File: src/rtl/ir_packet_encoder.sv
// ---------------------------------------------------------------------------
// ir_packet_encoder
// Serialises one latched 4-bit car command into a modulated IR packet:
// START burst, car-select burst, then RIGHT/LEFT/BACK/FWD bursts, each
// followed by a silent gap. Burst lengths are in carrier periods; a carrier
// period is 2*HALF clocks (HALF clocks high, HALF clocks low).
//
// Ports
//   i_clk      system clock, rising edge
//   i_reset    asynchronous, active-high reset
//   i_send     packet request, sampled every rising edge (ignored while busy)
//   i_command  {FORWARD, BACKWARD, LEFT, RIGHT}, sampled with i_send
//   o_busy     packet in progress
//   o_done     one-cycle pulse after the final gap
//   o_ir_led   modulated carrier output
// ---------------------------------------------------------------------------
module ir_packet_encoder #(
   parameter int CLK_FREQ_HZ     = 100_000_000,
   parameter int CARRIER_FREQ_HZ = 36_000,
   parameter int START_BURST     = 191,
   parameter int SELECT_BURST    = 47,
   parameter int GAP_SIZE        = 25,
   parameter int ASSERT_BURST    = 47,
   parameter int DEASSERT_BURST  = 22
) (
   input  logic       i_clk,
   input  logic       i_reset,
   input  logic       i_send,
   input  logic [3:0] i_command,
   output logic       o_busy,
   output logic       o_done,
   output logic       o_ir_led
);

   function automatic int max2(input int a, input int b);
      return (a > b) ? a : b;
   endfunction

   localparam int HALF   = CLK_FREQ_HZ / (2 * CARRIER_FREQ_HZ);
   localparam int MAXLEN = max2(max2(max2(START_BURST, SELECT_BURST), GAP_SIZE),
                                max2(ASSERT_BURST, DEASSERT_BURST));
   localparam int W_PER  = $clog2(MAXLEN + 1);
   localparam int W_PH   = (HALF > 1) ? $clog2(HALF) : 1;

   typedef enum logic [2:0] {
      S_IDLE   = 3'd0,
      S_START  = 3'd1,
      S_GAP    = 3'd2,
      S_SELECT = 3'd3,
      S_RIGHT  = 3'd4,
      S_LEFT   = 3'd5,
      S_BACK   = 3'd6,
      S_FWD    = 3'd7
   } state_t;

   state_t             r_state;
   logic [3:0]         r_cmd;
   logic [2:0]         r_seg;      // index of the burst that precedes the current gap
   logic [W_PH-1:0]    r_phase;    // clocks elapsed inside the current half period
   logic               r_half;     // 0 = high half, 1 = low half of the carrier
   logic [W_PER-1:0]   r_period;   // carrier periods completed in this segment
   logic               r_busy;
   logic               r_done;
   logic               r_led;

   logic [W_PER-1:0]   w_len;
   state_t             w_next_burst;
   logic               w_end_half;
   logic               w_end_per;
   logic               w_end_seg;

   function automatic logic [W_PER-1:0] bit_len(input logic b);
      return b ? W_PER'(ASSERT_BURST) : W_PER'(DEASSERT_BURST);
   endfunction

   // Segment length (in carrier periods) of the current state
   always_comb begin
      w_len = W_PER'(1);
      case (r_state)
         S_START:  w_len = W_PER'(START_BURST);
         S_SELECT: w_len = W_PER'(SELECT_BURST);
         S_GAP:    w_len = W_PER'(GAP_SIZE);
         S_RIGHT:  w_len = bit_len(r_cmd[0]);
         S_LEFT:   w_len = bit_len(r_cmd[1]);
         S_BACK:   w_len = bit_len(r_cmd[2]);
         S_FWD:    w_len = bit_len(r_cmd[3]);
         default:  w_len = W_PER'(1);
      endcase
   end

   // Burst that follows the current gap, selected by the segment index
   always_comb begin
      w_next_burst = S_IDLE;
      case (r_seg)
         3'd0:    w_next_burst = S_SELECT;
         3'd1:    w_next_burst = S_RIGHT;
         3'd2:    w_next_burst = S_LEFT;
         3'd3:    w_next_burst = S_BACK;
         3'd4:    w_next_burst = S_FWD;
         default: w_next_burst = S_IDLE;
      endcase
   end

   assign w_end_half = (r_phase == W_PH'(HALF - 1));
   assign w_end_per  = w_end_half && r_half;
   assign w_end_seg  = w_end_per && (r_period == (w_len - W_PER'(1)));

   // Packet FSM with carrier/segment counters and registered outputs
   always_ff @(posedge i_clk or posedge i_reset) begin
      if (i_reset) begin
         r_state  <= S_IDLE;
         r_cmd    <= 4'd0;
         r_seg    <= 3'd0;
         r_phase  <= '0;
         r_half   <= 1'b0;
         r_period <= '0;
         r_busy   <= 1'b0;
         r_done   <= 1'b0;
         r_led    <= 1'b0;
      end else begin
         r_done <= 1'b0;
         case (r_state)
            S_IDLE: begin
               r_led <= 1'b0;
               if (i_send) begin
                  r_cmd    <= i_command;
                  r_state  <= S_START;
                  r_seg    <= 3'd0;
                  r_phase  <= '0;
                  r_half   <= 1'b0;
                  r_period <= '0;
                  r_busy   <= 1'b1;
                  r_led    <= 1'b1;   // every burst begins with its high half
               end else begin
                  r_busy   <= 1'b0;
               end
            end
            S_GAP: begin
               if (w_end_seg) begin
                  r_phase  <= '0;
                  r_half   <= 1'b0;
                  r_period <= '0;
                  if (r_seg == 3'd5) begin
                     r_state <= S_IDLE;
                     r_busy  <= 1'b0;
                     r_done  <= 1'b1;
                     r_led   <= 1'b0;
                  end else begin
                     r_state <= w_next_burst;
                     r_seg   <= r_seg + 3'd1;
                     r_led   <= 1'b1;
                  end
               end else begin
                  r_led <= 1'b0;
                  if (w_end_half) begin
                     r_phase <= '0;
                     r_half  <= ~r_half;
                     if (w_end_per) begin
                        r_period <= r_period + W_PER'(1);
                     end else begin
                        r_period <= r_period;
                     end
                  end else begin
                     r_phase <= r_phase + W_PH'(1);
                  end
               end
            end
            default: begin
               // Any burst state: START, SELECT, RIGHT, LEFT, BACK, FWD
               if (w_end_seg) begin
                  r_state  <= S_GAP;
                  r_phase  <= '0;
                  r_half   <= 1'b0;
                  r_period <= '0;
                  r_led    <= 1'b0;
               end else if (w_end_half) begin
                  r_phase <= '0;
                  r_half  <= ~r_half;
                  r_led   <= r_half;      // LED mirrors the new half: high when entering half 0
                  if (w_end_per) begin
                     r_period <= r_period + W_PER'(1);
                  end else begin
                     r_period <= r_period;
                  end
               end else begin
                  r_phase <= r_phase + W_PH'(1);
                  r_led   <= ~r_half;
               end
            end
         endcase
      end
   end

   assign o_busy   = r_busy;
   assign o_done   = r_done;
   assign o_ir_led = r_led;

endmodule

File: config.mk
export PLATFORM = sky130hd
export DESIGN_NAME = ir_packet_encoder
export DESIGN_NICKNAME = d
export VERILOG_FILES = /design/src/rtl/ir_packet_encoder.sv
export SDC_FILE = /design/constraint.sdc
export NUM_CORES = 1
export LEC_CHECK = 0
export BUFFER_PORTS_ARGS = -buffer_cell sky130_fd_sc_hd__buf_2
export CORE_UTILIZATION = 55
export CTS_CLUSTER_SIZE = 8
export DETAILED_ROUTE_END_ITERATION = 10
export GPL_TIMING_DRIVEN = 0
export HOLD_SLACK_MARGIN = 0.12
export PLACE_DENSITY = 0.73
export SKIP_CTS_REPAIR_TIMING = 1
export SLEW_MARGIN = 30
export SYNTH_ARGS = -nofsm -noshare
export SYNTH_HDL_FRONTEND = slang
export SYNTH_SLANG_ARGS = --single-unit
File: constraint.sdc
create_clock -name i_clk -period 6.38 [get_ports i_clk]
set_input_delay 1.914 -clock i_clk [delete_from_list [all_inputs] [get_ports i_clk]]
set_output_delay 1.914 -clock i_clk [all_outputs]
set_load 0.01 [all_outputs]
# ---- Yosys cells after proc, flatten, opt, wreduce, memory -nomap -nowiden
# Index checks and enable logic that the tools add are counted.
# Widths: inputs -> output; s select.
dict set report classes {
  n_mux 40
  bitwise_logic 1
  n_addsub 4
  n_eq_ne 18
  n_reduce_logical 14
}
# cell count
set ops {}
lappend ops {{$pmux 8 s7} 1}
lappend ops {{$mux 11} 4}
lappend ops {{$mux 8} 5}
lappend ops {{$mux 6} 4}
lappend ops {{$mux 3} 7}
lappend ops {{$eq 3x3->1 const B} 6}
lappend ops {{$pmux 3 s5} 1}
lappend ops {{$mux 1} 14}
lappend ops {{$eq 3x2->1 const B} 4}
lappend ops {{$pmux 3 s2} 2}
lappend ops {{$add 11x1->11 const B} 1}
lappend ops {{$eq 11x11->1 const B} 1}
lappend ops {{$reduce_and 3->1} 3}
lappend ops {{$add 8x1->8 const B} 1}
lappend ops {{$eq 8x8->1} 1}
lappend ops {{$ne 2x2->1 const B} 4}
lappend ops {{$sub 8x1->8 const B} 1}
lappend ops {{$eq 3x1->1 const B} 2}
lappend ops {{$logic_not 3->1} 2}
lappend ops {{$reduce_bool 3->1} 2}
lappend ops {{$pmux 1 s2} 2}
lappend ops {{$reduce_and 2->1} 2}
lappend ops {{$reduce_and 4->1} 1}
lappend ops {{$reduce_bool 2->1} 2}
lappend ops {{other kinds (3)} 4}
dict set report word_totals {
  inputBits 7
  regBits 33
  out_inout_bits 3
  wordCells 86
}

# ---- Logic depth before layout (Yosys ltp)
# Gate-level depths: netlist of the first run.
dict set report logic_depth {
  depth_word 7
  ltp_mapped 12
  ltp_nobuf 9
}

# ---- Worst setup path before layout of the first run
# OpenSTA, ideal clock, no wires.
dict set report synth_timing {
  path_type {flip-flop to flip-flop}
  startpoint {reg r_state[1]}
  endpoint {reg r_seg[0]}
  slack_ns 3.261
  required_ns 6.254
  arrival_ns 2.993
  setup_time_ns 0.126
  synth_period_minus_slack_ns 3.119
  stages_incl_launch_ff 11
  n_path_buf 1
  cell_sequence {dfrtp_1 > buf_6 > mux4_2 > and2b_1 > ha_1 > nor3b_1 > o211ai_1 > a2111o_1 > or3_4 > or2_4 > a221o_1}
}
dict set report synth_between {
  elab_chain_cells 7
  word_cells_on_any_way 18
  classes_between {add/sub: 1; eq/ne: 11; mux: 2; reduce/logical: 4}
}
# item line
set synth_rtl {}
lappend synth_rtl {{from (decl)} 56} ;# state_t r_state;
lappend synth_rtl {{from (signal assigned)} 149} ;# r_state <= w_next_burst;
lappend synth_rtl {{$eq 3x3->1, or another cell as far along} 79} ;# case (r_state)
lappend synth_rtl {{$pmux 8 s7} 79}
lappend synth_rtl {{$sub 8x1->8} 106} ;# assign w_end_seg = w_end_per && (r_period == (w_len - W_PER'(1)));
lappend synth_rtl {{$eq 8x8->1} 106}
lappend synth_rtl {{$logic_and 1x1->1} 106}
lappend synth_rtl {{$ne 2x2->1 (no line)} n/a}
lappend synth_rtl {{$reduce_and 4->1 (no line)} n/a}
lappend synth_rtl {{to (signal assigned)} 150} ;# r_seg <= r_seg + 3'd1;
lappend synth_rtl {{to (decl)} 58} ;# logic [2:0] r_seg;
# Several ways; a longest one is shown, not always the timed one.
# A chain may end at the register's enable or synchronous reset.

# ---- Final worst setup path of the first run
dict set report layout_timing {
  startpoint {reg r_state[2]}
  endpoint {reg r_seg[0]}
}
# The elaborated chain is that of the path after synthesis.

==> metrics.log, run 1 <==
[metrics] arrival time worst endpoint: between 3000 and 4000 ps
[metrics] source-to-sink clock delay at the later pin of the worst-skew pair: around 280 ps
[metrics] share of synthesized registers carrying an async set or reset: 100%
[metrics] total detailed-routing wirelength: roughly 4500 um
[metrics] Port-buffer cells: 9
[metrics] clk sinks: 33
[metrics] Antenna Violating Nets Remaining: 0
[metrics] post-synth top area share: roughly two fifths
[metrics] count of endpoints failing hold in the final timing report: 0
[metrics] number of endpoints failing setup at the final stage: 0
[metrics] Final Max Tran Viols: 0
[metrics] number of filler instances in the final layout: between 300 and 400
[metrics] total power after layout: between 300 and 400 uW
[metrics] sequential fraction of the synthesis area: slightly below 40%
[metrics] chain of cells forming the critical path: clkbuf_1 > or2_2 > clkinv_1 > ha_1 > nor4_1 > a221oi_1 > a2111o_1 > or3_4 > or2_4 > a221o_1
[metrics] biggest area contributors in the synthesized netlist: sky130_fd_sc_hd__dfrtp_1 (38%), sky130_fd_sc_hd__nand2_1 (6.8%), sky130_fd_sc_hd__o21ai_0 (4.9%)
[metrics] Sequential Area: ~830 um^2
[metrics] GRT Util Overall: about 25%
[metrics] Mapped Cells: ~250
[metrics] post-synthesis instance area: around 2100 um^2
[metrics] Worst path slowest cell: sky130_fd_sc_hd__a2111o_1
[metrics] share of the clock period used by the worst path: 54.8%
[metrics] area of combinational cells with multiple inputs: approximately 1200 um^2
[metrics] share of cells above drive strength 1: 10.7%
[metrics] number of vias after detailed routing: roughly 1900
[metrics] number of buffers added by the clock tree synthesis step: 5
[metrics] number of nets in the layout: between 200 and 300
[metrics] leakage power total: 0.976 nW
[metrics] growth of design area from synthesis to finish: 8.74%
[metrics] Die H: between 60 and 70 um
[metrics] final weighted congestion in routability-driven placement: 0.923
[metrics] total of flip-flops plus latches after synthesis: 33
[metrics] TritonCTS clock tree: built
[metrics] max-cap violation count: 0
[metrics] maximum root-to-sink buffer count: 2
[metrics] wire per inst: approximately 14 um
[metrics] die width: approximately 64 um
[metrics] buffer type at the clock tree root: sky130_fd_sc_hd__clkbuf_8
[metrics] headroom to the max-slew limit: between 50% and 60%
[metrics] first-pass GRT wire length: between 7000 and 8000 um
[metrics] H-Tree Depth: 2
[metrics] Worst setup EP type: register
[metrics] area leader, netlist: sky130_fd_sc_hd__dfrtp_1
[metrics] die footprint: a little over 4000 um^2
[metrics] DPL Wire Length: ~3300 um
[metrics] Setup TNS: 0 ps
[metrics] Setup Skew: approximately 5.3 ps
[metrics] class of the most critical setup path: register to register
[metrics] path category of the worst min-delay check: register to register
[metrics] number of warnings printed during yosys synthesis: 0
[metrics] largest net degree at the start of global routing: 34
[metrics] Synthesized Nets: between 200 and 300
[metrics] Pwr per Cell Area: 157 nW/um^2
[metrics] highest attainable clock frequency: 286 MHz
[metrics] critical path data required time: 6540 ps
[metrics] 1st-iter DRT viols: between 100 and 150
[metrics] primary flip-flop cell chosen by synthesis mapping: sky130_fd_sc_hd__dfrtp_1
[metrics] initial antenna violation count: 0
[metrics] unrepaired setup endpoints after global routing: false
[metrics] sum of overflow across all layers after global routing: 0
[metrics] Pre-Repair DR Iteration Count: 5
[metrics] mean instance size in the synthesized netlist: between 8 and 9 um^2
[metrics] number of distinct library cell variants in the gate-level netlist after synthesis: 55
[metrics] final cell area excluding filler cells: 2330 um^2
[metrics] Reg clk slew, reported paths: around 70 ps
[metrics] post-detailed-route via-to-cell ratio: roughly 5.8
[metrics] count of unresolved DRC violations after routing: 0
[metrics] number of synthesized flops with an enable pin: 0
[metrics] boundary pin count: 10
[metrics] Critical Path Start Type: register
[metrics] biggest cell delay along the critical path: around 450 ps
[metrics] Floorplan Core Area: 3720 um^2
[metrics] actual slew at the worst max-slew pin: around 700 ps
[metrics] initial core utilization: 57.8%
[metrics] routed wire length on met2: about 2000 um
[metrics] WP buf/inv: 2
[metrics] status: complete, no violations
[metrics] peak supply drop: between 0.1 and 0.15 mV
[metrics] Ant. Diodes: 0
[metrics] top layer reached by signal wires: met4
[metrics] cell area reported after detailed placement: 2250 um^2
[metrics] Post-Route M1 WL: approximately 2300 um
[metrics] vias in the first global route: 1700
[metrics] Max FO, Critical Path: 10
[metrics] number of placement rows: 22
[metrics] time the worst path needs with I/O delays and setup: approximately 3500 ps
[metrics] delay-heaviest family, CP: simple AND/OR/NAND/NOR gates
[metrics] metal3 WL: 168 um
[metrics] final hold slack: approximately 520 ps
## kinds of logic (layout without fill, tap and decap cells)
logic type / count (synthesis) / after routing / synth area share (%)
AND/OR/NAND/NOR: 121 / 121 / 27.6
AO/OA/AOI/OAI: 52 / 52 / 17.1
flip-flops: 33 / 33 / 38.5
XOR/XNOR: 15 / 15 / 6.12
adder cells (fa/ha/maj): 8 / 8 / 4.66
multiplexers: 2 / 2 / 1.52
buffers and inverters: 22 / 39 / 4.49
## flip-flops by register name, summed over array words and instances, names as in the netlist
name / cells
o_busy: 1
o_done: 1
o_ir_led: 1
r_cmd: 4
r_half: 1
r_period: 8
r_phase: 11
r_seg: 3
r_state: 3
## final cells by class
class | instances | share of cell area [%]
Buffer | 12 | 2.52
Clock buffer | 6 | 3.11
Clock inverter | 2 | 0.429
Inverter | 10 | 1.61
Multi-Input combinational cell | 198 | 52.5
Sequential cell | 33 | 35.4
Tap cell | 48 | 2.57
Timing Repair Buffer | 9 | 1.93
## worst reg2reg max path, cell delays in order, from the launching register on
cell                       delay, ps
sky130_fd_sc_hd__dfrtp_1         380
sky130_fd_sc_hd__clkbuf_1        350
sky130_fd_sc_hd__or2_2           230
sky130_fd_sc_hd__clkinv_1        250
sky130_fd_sc_hd__ha_1            330
sky130_fd_sc_hd__nor4_1          280
sky130_fd_sc_hd__a221oi_1         80
sky130_fd_sc_hd__a2111o_1        450
sky130_fd_sc_hd__or3_4           420
sky130_fd_sc_hd__or2_4           270
sky130_fd_sc_hd__a221o_1         330
## layout by cell type, fill, tap and decap left out, types with 3 or more instances in the layout
master                     Yosys  routed
sky130_fd_sc_hd__a21oi_1       5       5
sky130_fd_sc_hd__clkbuf_1      5       6
sky130_fd_sc_hd__o21ai_0      21      21
sky130_fd_sc_hd__clkbuf_8      0       5
sky130_fd_sc_hd__xor2_1        3       3
sky130_fd_sc_hd__buf_2         5      14
sky130_fd_sc_hd__nor4_1        5       5
sky130_fd_sc_hd__nand2b_1      4       4
sky130_fd_sc_hd__xnor2_1      12      12
sky130_fd_sc_hd__nand2_1      39      39
sky130_fd_sc_hd__inv_1         9       8
sky130_fd_sc_hd__ha_1          8       8
sky130_fd_sc_hd__o31ai_1       5       5
sky130_fd_sc_hd__nor3_1       10      10
sky130_fd_sc_hd__and3_1        4       4
sky130_fd_sc_hd__nor2_1       25      25
sky130_fd_sc_hd__nand3_1      15      15
sky130_fd_sc_hd__dfrtp_1      33      33
## stage by stage
stage / std cells / util, % / setup slack (ps)
4_1_cts: 318 / 62.8 / 2890
3_3_place_gp: 310 / 60.6 / 2960
3_5_place_dp: 310 / 60.6 / 2900
2_1_floorplan: 253 / - / 3260
6_report: 318 / 62.8 / 2880
5_1_grt: 318 / 62.8 / 2740
## routing by layer
metal	vias up	global-route usage, %
li1	928	-
met1	889	36.2
met2	37	37.1
met3	5	4.23
met4	0	9.44
met5	-	0
## Yosys cell counts, types with 5 or more instances
master,instances
sky130_fd_sc_hd__a21oi_1,5
sky130_fd_sc_hd__buf_2,5
sky130_fd_sc_hd__clkbuf_1,5
sky130_fd_sc_hd__dfrtp_1,33
sky130_fd_sc_hd__ha_1,8
sky130_fd_sc_hd__inv_1,9
sky130_fd_sc_hd__nand2_1,39
sky130_fd_sc_hd__nand3_1,15
sky130_fd_sc_hd__nor2_1,25
sky130_fd_sc_hd__nor3_1,10
sky130_fd_sc_hd__nor4_1,5
sky130_fd_sc_hd__o21ai_0,21
sky130_fd_sc_hd__o31ai_1,5
sky130_fd_sc_hd__xnor2_1,12
## path summary, 6_finish.rpt
kind	startpoint	endpoint	slack, ps	cells after the start
worst min register to register	o_busy	o_busy	520	2
max in group asynchronous	i_reset	r_seg[2]	4200	2
worst max register to register	r_state[2]	r_seg[0]	2880	10
min in group asynchronous	i_reset	r_period[1]	1740	2
worst max-delay path	r_state[2]	r_seg[0]	2880	10
worst min-delay path	o_busy	o_busy	520	2
## where the power goes
part | total [mW] | switching [mW] | internal [mW]
Clock | 0.150 | 0.0747 | 0.0755
Combinational | 0.00611 | 0.00473 | 0.00137
Sequential | 0.209 | 0 | 0.209
Power figures use the tool's default switching activity.
==> run 2, diff against run 1 <==
clock period = 3.51 ns   (was 6.38 ns; I/O delays follow)
==> metrics.log, run 2 (synthesized netlist as in run 1, its figures left out) <==
[metrics] Worst Setup Slack post-DPL: 29.5 ps (was 2900 ps)
[metrics] post-detailed-route via-to-cell ratio: 5.84 (was 5.85)
[metrics] Floorplan Core Area: 3720 um^2 (unchanged)
[metrics] worst reg-to-reg path cell count: 10 (unchanged)
[metrics] final hold slack: 524 ps (was 522 ps)
[metrics] final weighted congestion in routability-driven placement: 0.923 (unchanged)
[metrics] growth of design area from synthesis to finish: 8.86% (was 8.74%)
[metrics] unrepaired setup endpoints after global routing: false (unchanged)
[metrics] clk sinks: 33 (unchanged)
[metrics] 1st-iter DRT viols: 122 (was 102)
[metrics] source-to-sink clock delay at the later pin of the worst-skew pair: 280 ps (about the same)
[metrics] initial core utilization: 57.8% (unchanged)
[metrics] Reg clk slew, reported paths: 70 ps (about the same)
[metrics] met3 routing resource usage after global routing: 4.23% (unchanged)
[metrics] initial antenna violation count: 0 (unchanged)
[metrics] sink of the worst hold path: o_busy (unchanged)
[metrics] commonest cells after routing, fill and taps aside: sky130_fd_sc_hd__nand2_1 (39), sky130_fd_sc_hd__dfrtp_1 (33), sky130_fd_sc_hd__nor2_1 (25), sky130_fd_sc_hd__o21ai_0 (21), sky130_fd_sc_hd__nand3_1 (15) (unchanged)
[metrics] total detailed-routing wirelength: 4510 um (was 4520 um)
[metrics] maximum root-to-sink buffer count: 2 (unchanged)
[metrics] actual slew at the worst max-slew pin: 699 ps (was 698 ps)
[metrics] chain of cells forming the critical path: buf_6 > mux4_2 > and2b_1 > ha_1 > nor3b_1 > o211ai_1 > a2111o_1 > or3_4 > or2_4 > a221o_1 (was clkbuf_1 > or2_2 > clkinv_1 > ha_1 > nor4_1 > a221oi_1 > a2111o_1 > or3_4 > or2_4 > a221o_1)
[metrics] Worst path slowest cell: sky130_fd_sc_hd__mux4_2 (was sky130_fd_sc_hd__a2111o_1)
[metrics] Port-buffer cells: 9 (unchanged)
[metrics] Worst setup EP type: register (unchanged)
[metrics] class of the most critical setup path: register to register (unchanged)
[metrics] count of endpoints failing hold in the final timing report: 0 (unchanged)
[metrics] DPL Wire Length: 3290 um (unchanged)
[metrics] Critical Path Start Type: register (unchanged)
[metrics] highest attainable clock frequency: 295 MHz (was 286 MHz)
[metrics] max-cap violation count: 0 (unchanged)
[metrics] number of buffers added by the clock tree synthesis step: 5 (unchanged)
[metrics] delay-heaviest family, CP: simple AND/OR/NAND/NOR gates (unchanged)
[metrics] boundary pin count: 10 (unchanged)
[metrics] WP buf/inv: 1 (was 2)
[metrics] registers with the highest flip-flop counts: r_phase (11), r_period (8), r_cmd (4) (unchanged)
[metrics] leakage power total: 0.974 nW (was 0.976 nW)
[metrics] leading cell type in the layout, fill and taps excluded: sky130_fd_sc_hd__nand2_1 (unchanged)
[metrics] number of vias after detailed routing: 1851 (was 1859)
[metrics] status: complete, no violations (unchanged)
[metrics] arrival time worst endpoint: 3550 ps (was 3660 ps)
[metrics] GRT Util Overall: 24.9% (unchanged)
[metrics] Final Max Tran Viols: 0 (unchanged)
[metrics] Setup TNS: 0 ps (unchanged)
[metrics] highest-utilization routing layer at the global route stage: met2 (unchanged)
[metrics] sum of overflow across all layers after global routing: 0 (unchanged)
[metrics] critical path data required time: 3670 ps (was 6540 ps)
[metrics] Pre-Repair DR Iteration Count: 5 (unchanged)
[metrics] Top reg by flops: r_phase (unchanged)
[metrics] share of cells above drive strength 1: 11.2% (was 10.7%)
[metrics] beginning of the worst hold path: o_busy (unchanged)
[metrics] number of placement rows: 22 (unchanged)
[metrics] final cell area excluding filler cells: 2340 um^2 (was 2330 um^2)
[metrics] die width: 64.5 um (unchanged)
[metrics] Max FO, Critical Path: 10 (unchanged)
[metrics] max FFs per register: 11 (unchanged)
[metrics] peak supply drop: 0.201 mV (was 0.111 mV)
[metrics] number of nets in the layout: 283 (was 284)
[metrics] global routing met1 resource utilization: 36.2% (unchanged)
[metrics] time the worst path needs with I/O delays and setup: 3390 ps (was 3500 ps)
[metrics] count of unresolved DRC violations after routing: 0 (unchanged)
[metrics] buffer type at the clock tree root: sky130_fd_sc_hd__clkbuf_8 (unchanged)
[metrics] PnR worst setup slack: 124 ps (was 2880 ps)
[metrics] headroom to the max-slew limit: 53.4% (about the same)
[metrics] die footprint: 4160 um^2 (unchanged)
[metrics] Antenna Violating Nets Remaining: 0 (unchanged)
[metrics] TritonCTS clock tree: built (unchanged)
[metrics] worst reg2reg endpoint: r_seg[0] (unchanged)
[metrics] wire per inst: 14.2 um (about the same)
[metrics] Die H: 64.5 um (unchanged)
[metrics] number of endpoints failing setup at the final stage: 0 (unchanged)
[metrics] share of the clock period used by the worst path: 96.5% (was 54.8%)
[metrics] Setup Skew: 5.62 ps (was 5.28 ps)
[metrics] vias in the first global route: 1700 (unchanged)
[metrics] Pwr per Cell Area: 285 nW/um^2 (was 157 nW/um^2)
[metrics] first-pass GRT wire length: 7910 um (unchanged)
[metrics] setup slack of the most critical reg-to-reg path: 120 ps (was 2880 ps)
[metrics] path category of the worst min-delay check: register to register (unchanged)
[metrics] hold path depth: 2 (unchanged)
[metrics] largest net degree at the start of global routing: 34 (unchanged)
[metrics] Ant. Diodes: 0 (unchanged)
[metrics] biggest cell delay along the critical path: 530 ps (was 450 ps)
[metrics] startpoint of the lowest-slack register-to-register path: r_state[1] (was r_state[2])
[metrics] post-route core utilization: 62.9% (was 62.8%)
[metrics] cell area reported after detailed placement: 2250 um^2 (unchanged)
[metrics] met2 demand-to-capacity share in global routing: 37.1% (unchanged)
[metrics] H-Tree Depth: 2 (unchanged)
==> run 2: cell types whose count changed in the layout (fill, tap and decap cells not counted), sizes merged <==
cell / delta
clkinv: -1
buf: -1
clkinvlp: +1
==> run 2: metal layers <==
metal  part of all wire (%)  wire length [um]
met1                     49              2220
met2                     45              2020
met3                    4.5               203
met4                    1.5                67
met5                      0                 0
==> run 2: power by group <==
| part | switching, mW | internal [mW] |
|---|---|---|
| Combinational | 0.00862 | 0.00250 |
| Clock | 0.137 | 0.137 |
| Sequential | 0 | 0.380 |
==> run 2: layout make-up <==
type / instances / area (um^2)
fillers: 334 / 1380
multi-input cells: 198 / 1220
clock buffers: 6 / 72.6
inverters: 10 / 41.3
well taps: 48 / 60.1
repair buffers: 9 / 45.0
flip-flops and latches: 33 / 826
plain buffers: 11 / 57.6
clock inverters: 2 / 10.0
==> run 2: worst max path at each step <==
stage | cells after the start | slack [ps] | from | to
6_report | 10 | 120 | r_state[1] | r_seg[0]
5_1_grt | 11 | 7 | r_state[0] | r_seg[0]
4_1_cts | 10 | 20 | r_state[2] | r_seg[0]
3_5_place_dp | 10 | 30 | r_state[2] | r_seg[0]
3_3_place_gp | 10 | 90 | r_state[2] | r_seg[0]
2_1_floorplan | 10 | 390 | r_state[1] | r_seg[0]
==> run 2: per-stage QoR <==
step | total power, mW | instances
2_1_floorplan | 0.393 | 253
3_3_place_gp | 0.399 | 310
3_5_place_dp | 0.399 | 310
4_1_cts | 0.677 | 318
5_1_grt | 0.690 | 317
6_report | 0.665 | 317
==> run 2: worst min-delay path: cells and delay by family (launching register included) <==
family,cells,cell delay [ps]
compound gates,2,130
flops,1,360
